## config.mk

```make
export PLATFORM = sky130hd
export DESIGN_NAME = rtc_stopwatch_ctrl
export DESIGN_NICKNAME = d
export VERILOG_FILES = /design/src/rtl/rtc_stopwatch_ctrl.sv
export SDC_FILE = /design/constraint.sdc
export NUM_CORES = 1
export LEC_CHECK = 0
export BUFFER_PORTS_ARGS = -buffer_cell sky130_fd_sc_hd__buf_4
export CELL_PAD_IN_SITES_DETAIL_PLACEMENT = 0
export CELL_PAD_IN_SITES_GLOBAL_PLACEMENT = 1
export CORE_MARGIN = 3
export CORE_UTILIZATION = 33
export CTS_CLUSTER_DIAMETER = 200
export DETAILED_ROUTE_END_ITERATION = 8
export PLACE_DENSITY_LB_ADDON = 0.2
export SETUP_SLACK_MARGIN = 0.1
export SYNTH_ARGS = -nofsm -noshare
export SYNTH_HDL_FRONTEND = slang
export SYNTH_SLANG_ARGS = --single-unit
```

## constraint.sdc

```tcl
create_clock -name i_rtcclk -period 5.65 [get_ports i_rtcclk]
set_input_delay 1.13 -clock i_rtcclk [delete_from_list [all_inputs] [get_ports i_rtcclk]]
set_output_delay 1.13 -clock i_rtcclk [all_outputs]
set_load 0.01 [all_outputs]
```

## src/rtl/rtc_stopwatch_ctrl.sv

```systemverilog
// Stopwatch control FSM: button edge detect, holdoff, counter sequencing.
// Optional STOP_AT_MAX_EN: halt in STOP with sticky overflow at MAX_COUNT.
module rtc_stopwatch_ctrl #(
  parameter int          HOLDOFF_CYCLES = 4,
  parameter logic [23:0] MAX_COUNT      = 24'h595999,
  parameter int          HOLDOFF_W      = 8
) (
  input  logic        i_rtcclk,
  input  logic        i_reset,
  input  logic        i_startstop,
  input  logic        i_lapreset,
  input  logic [23:0] i_count,
  output logic        o_countenb,
  output logic        o_countinit,
  output logic        o_latchcount,
  output logic [1:0]  o_state,
  output logic        o_overflow
);

  typedef enum logic [1:0] {
    S_IDLE = 2'd0,
    S_RUN  = 2'd1,
    S_LAP  = 2'd2,
    S_STOP = 2'd3
  } state_t;

  state_t r_state;
  state_t w_next;

  logic                 r_ss_prev;
  logic                 r_lr_prev;
  logic [HOLDOFF_W-1:0] r_holdoff;

  logic w_hold_clr;
  logic w_ss_ev;
  logic w_lr_ev;
  logic w_any_ev;
  logic w_at_max;
  logic w_ovf;
  logic w_enb;

  assign w_hold_clr = (r_holdoff == '0);
  assign w_ss_ev    = i_startstop & ~r_ss_prev & w_hold_clr;
  // start/stop wins a tie; the lap/reset edge is dropped
  assign w_lr_ev    = i_lapreset & ~r_lr_prev & w_hold_clr & ~w_ss_ev;
  assign w_any_ev   = w_ss_ev | w_lr_ev;

`ifdef STOP_AT_MAX_EN
  logic r_overflow;

  assign w_at_max = ((r_state == S_RUN) || (r_state == S_LAP)) &&
                    (i_count == MAX_COUNT);
  assign w_ovf    = r_overflow;

  always_ff @(posedge i_rtcclk) begin
    if (i_reset) begin
      r_overflow <= 1'b0;
    end else if (w_at_max) begin
      r_overflow <= 1'b1;
    end else if ((r_state == S_STOP) && (w_next == S_IDLE)) begin
      r_overflow <= 1'b0;
    end
  end

  assign o_overflow = r_overflow;
`else
  logic w_unused;

  assign w_at_max   = 1'b0;
  assign w_ovf      = 1'b0;
  assign o_overflow = 1'b0;
  assign w_unused   = ^{i_count, MAX_COUNT};
`endif

  always_ff @(posedge i_rtcclk) begin
    if (i_reset) begin
      r_state   <= S_IDLE;
      r_ss_prev <= 1'b1;
      r_lr_prev <= 1'b1;
      r_holdoff <= '0;
    end else begin
      r_state   <= w_next;
      r_ss_prev <= i_startstop;
      r_lr_prev <= i_lapreset;
      if (w_any_ev) begin
        r_holdoff <= HOLDOFF_W'(HOLDOFF_CYCLES);
      end else if (!w_hold_clr) begin
        r_holdoff <= r_holdoff - HOLDOFF_W'(1);
      end
    end
  end

  always_comb begin
    w_next = r_state;
    if (w_at_max) begin
      w_next = S_STOP;
    end else begin
      unique case (r_state)
        S_IDLE: begin
          if (w_ss_ev) w_next = S_RUN;
        end
        S_RUN: begin
          if (w_ss_ev)      w_next = S_STOP;
          else if (w_lr_ev) w_next = S_LAP;
        end
        S_LAP: begin
          if (w_ss_ev)      w_next = S_STOP;
          else if (w_lr_ev) w_next = S_RUN;
        end
        S_STOP: begin
          if (w_ss_ev && !w_ovf) w_next = S_RUN;
          else if (w_lr_ev)      w_next = S_IDLE;
        end
      endcase
    end
  end

  always_comb begin
    w_enb        = 1'b0;
    o_countinit  = 1'b0;
    o_latchcount = 1'b1;
    unique case (r_state)
      S_IDLE: o_countinit  = 1'b1;
      S_RUN:  w_enb        = 1'b1;
      S_LAP: begin
        w_enb        = 1'b1;
        o_latchcount = 1'b0;
      end
      S_STOP: w_enb        = 1'b0;
    endcase
  end

  // terminal-count gate holds the counter on the cycle it reaches MAX
  assign o_countenb = w_enb & ~w_at_max;
  assign o_state    = r_state;

endmodule

```

==> run summary <==
Critical Path Fanout Max = 6
Post-synth top flop = dfxtp_1
H-tree level count = 1
total power = 398 µW
Fillers = 197
Worst-Skew Late Latency = 270 ps
largest net degree at the start of global routing = 14
Netlist cell types = 34
Hold-fix buffers, CTS = 0
vias per inst = 5.06
status = complete, no violations
Setup CP Type = reg2out
initial antenna violation count = 0
Hold Slack = 529 ps
Final Max Tran Viols = 0
antenna cells = 0
DR pass1 iterations = 6
routed len/inst = 11.3 µm
Final min period = 2440 ps
CP required = 4520 ps
PwrDens = 503 nW/µm²
Num Clock Sinks = 12
Longest Clk Path Bufs = 2
Net Sw Frac = 42.6%
routability cong. = 0.720
via count = 592
Internal = 228 µW
clock network power share = 13.0%
Peak VDD IR = 0.231 mV
Tot GR Track Use = 11.5%
Site Rows = 15
Starting Density = 37.4%
share of total power in sequential cells = 34.6%
Post-CTS Setup Bufs = 0
Logic pwr share = 52.5%
Die Span X = 51.9 µm
HPWL after detailed placement = 1.01 mm
Worst setup SP type = flop
Hold Path Class = reg2reg
CTS tree = done
GRT overflow = 0
synthesized area = 694 µm²
Resize count post-CTS = 0
number of buffers created by CTS = 3
share of post-route cells with drive strength above 1 = 16.3%
CP endpoint kind = primary output
Ys Warns = 0
WP data arrival = 1310 ps
DIE AREA = 2690 µm²
register bit count reported by yosys = 12
post-synthesis sequential area ratio = 34.6%
asr flop ratio synth = 0%
fmax = 410 MHz
area overhead of the layout relative to synthesis = 14.1%
IO Count = 34
Syn Inst Count = 84
relative slew slack = 65.6%
DRC = 0
fin util = 42.6%
Hold Vio Cnt, Final = 0
P_sw = 170 µW
Max Clock Skew = 6.73 ps
Setup Viol. Count Final = 0
RSZ-0062 raised after global routing = no
Die Span Y = 51.9 µm
Core ar. = 1860 µm²
drt total wl = 1.32 mm
Syn Area/Cell = 8.27 µm²
Reg clk slew, reported paths = 70 ps
Sum Neg Setup Slack = 0 ps
Tightest Pin Transition = 511 ps
vias in the first global route = 535
Max Cap Viol = 0
Mapped Nets = 118
first-pass GRT wire length = 2.33 mm
period utilisation layout = 43.2%
Post-synth EDFFs = 0
Leak = 0.000321 µW
IO Port Bufs = 8
post-route ant nets = 0
root buffer cell = clkbuf_4
drt initial violations = 10
fin nets = 128
## area by class of cell
cell class	count	area [µm²]	area share, %
Clock buffer	3	22.5	2.84
Multi-Input combinational cell	63	415	52.4
Timing Repair Buffer	8	60.1	7.58
Inverter	6	22.5	2.84
Tap cell	25	31.3	3.95
Sequential cell	12	240	30.3
## critical path: stages (launching register included)
cell and delay, ps:
dfxtp_1 440, inv_1 140, ha_1 310, buf_4 140
## power groups by stage
stage	clock network [µW]	registers, µW	logic (µW)
after floorplan	0	134	171
after global placement	0	140	210
after detailed placement	0	139	210
after CTS	54.1	137	211
after global routing	56.7	143	243
final	51.6	138	209
## cells in the final DEF, fill, tap and decap left out, drive strengths merged, types with 2 or more instances in the layout
cell	n
dfxtp	12
buf	8
ha	6
nand2b	3
nor2	7
nand2	3
nor3	10
or2	3
a21oi	6
a211oi	2
o22ai	2
clkbuf	3
o21ai	2
nand4	2
inv	6
## cell usage after synthesis, types with 2 or more instances
library cell	n	area, µm²
a21oi_1	6	30.0
inv_1	6	22.5
dfxtp_1	12	240
nand2_1	3	11.3
nand2b_1	3	18.8
o22ai_1	2	12.5
nor3_1	10	50.1
a211oi_1	2	15.0
ha_1	6	75.1
nand4_1	2	12.5
nor2_1	7	26.3
or2_2	3	18.8
## path summary, 6_finish.rpt
| kind | start | end | slack [ps] | cells after the start |
|---|---|---|---|---|
| min reg2reg | r_holdoff[0] | r_holdoff[0] | 530 | 1 |
| min | r_holdoff[0] | r_holdoff[0] | 530 | 1 |
| max reg2reg | r_holdoff[0] | o_state[1] | 3590 | 6 |
| max | o_state[0] | o_countenb | 3210 | 3 |
## routing by layer
metal,global-route usage [%],routed length [µm],part of all wire (%)
met1,15.5,654,49
met3,5.16,73,5.5
met5,0,0,0
met4,1.31,0,0
met2,17.4,594,45
## flip-flops by register name (all words and copies together) (netlist names)
signal     count
o_state        2
r_holdoff      8
r_lr_prev      1
r_ss_prev      1
## metrics by stage
stage               cell area [µm²]  instances  setup WS, ps
floorplan                       694         84          3590
finish                          792        117          3210
global placement                769        114          3360
global route                    792        117          3120
CTS                             792        117          3210
detailed placement              769        114          3350
## cell families (layout without fill, tap and decap cells)
| kind of cell | after synthesis | after routing | synth area share [%] |
|---|---|---|---|
| AO/OA/AOI/OAI | 17 | 17 | 15.7 |
| flip-flops | 12 | 12 | 34.6 |
| other | 1 | 1 | 0.540 |
| XOR/XNOR | 2 | 2 | 2.52 |
| adder cells (fa/ha/maj) | 6 | 6 | 10.8 |
| AND/OR/NAND/NOR | 36 | 36 | 28.8 |
| buffers and inverters | 9 | 17 | 5.58 |
| multiplexers | 1 | 1 | 1.44 |
(Power assumes the default switching activity.)
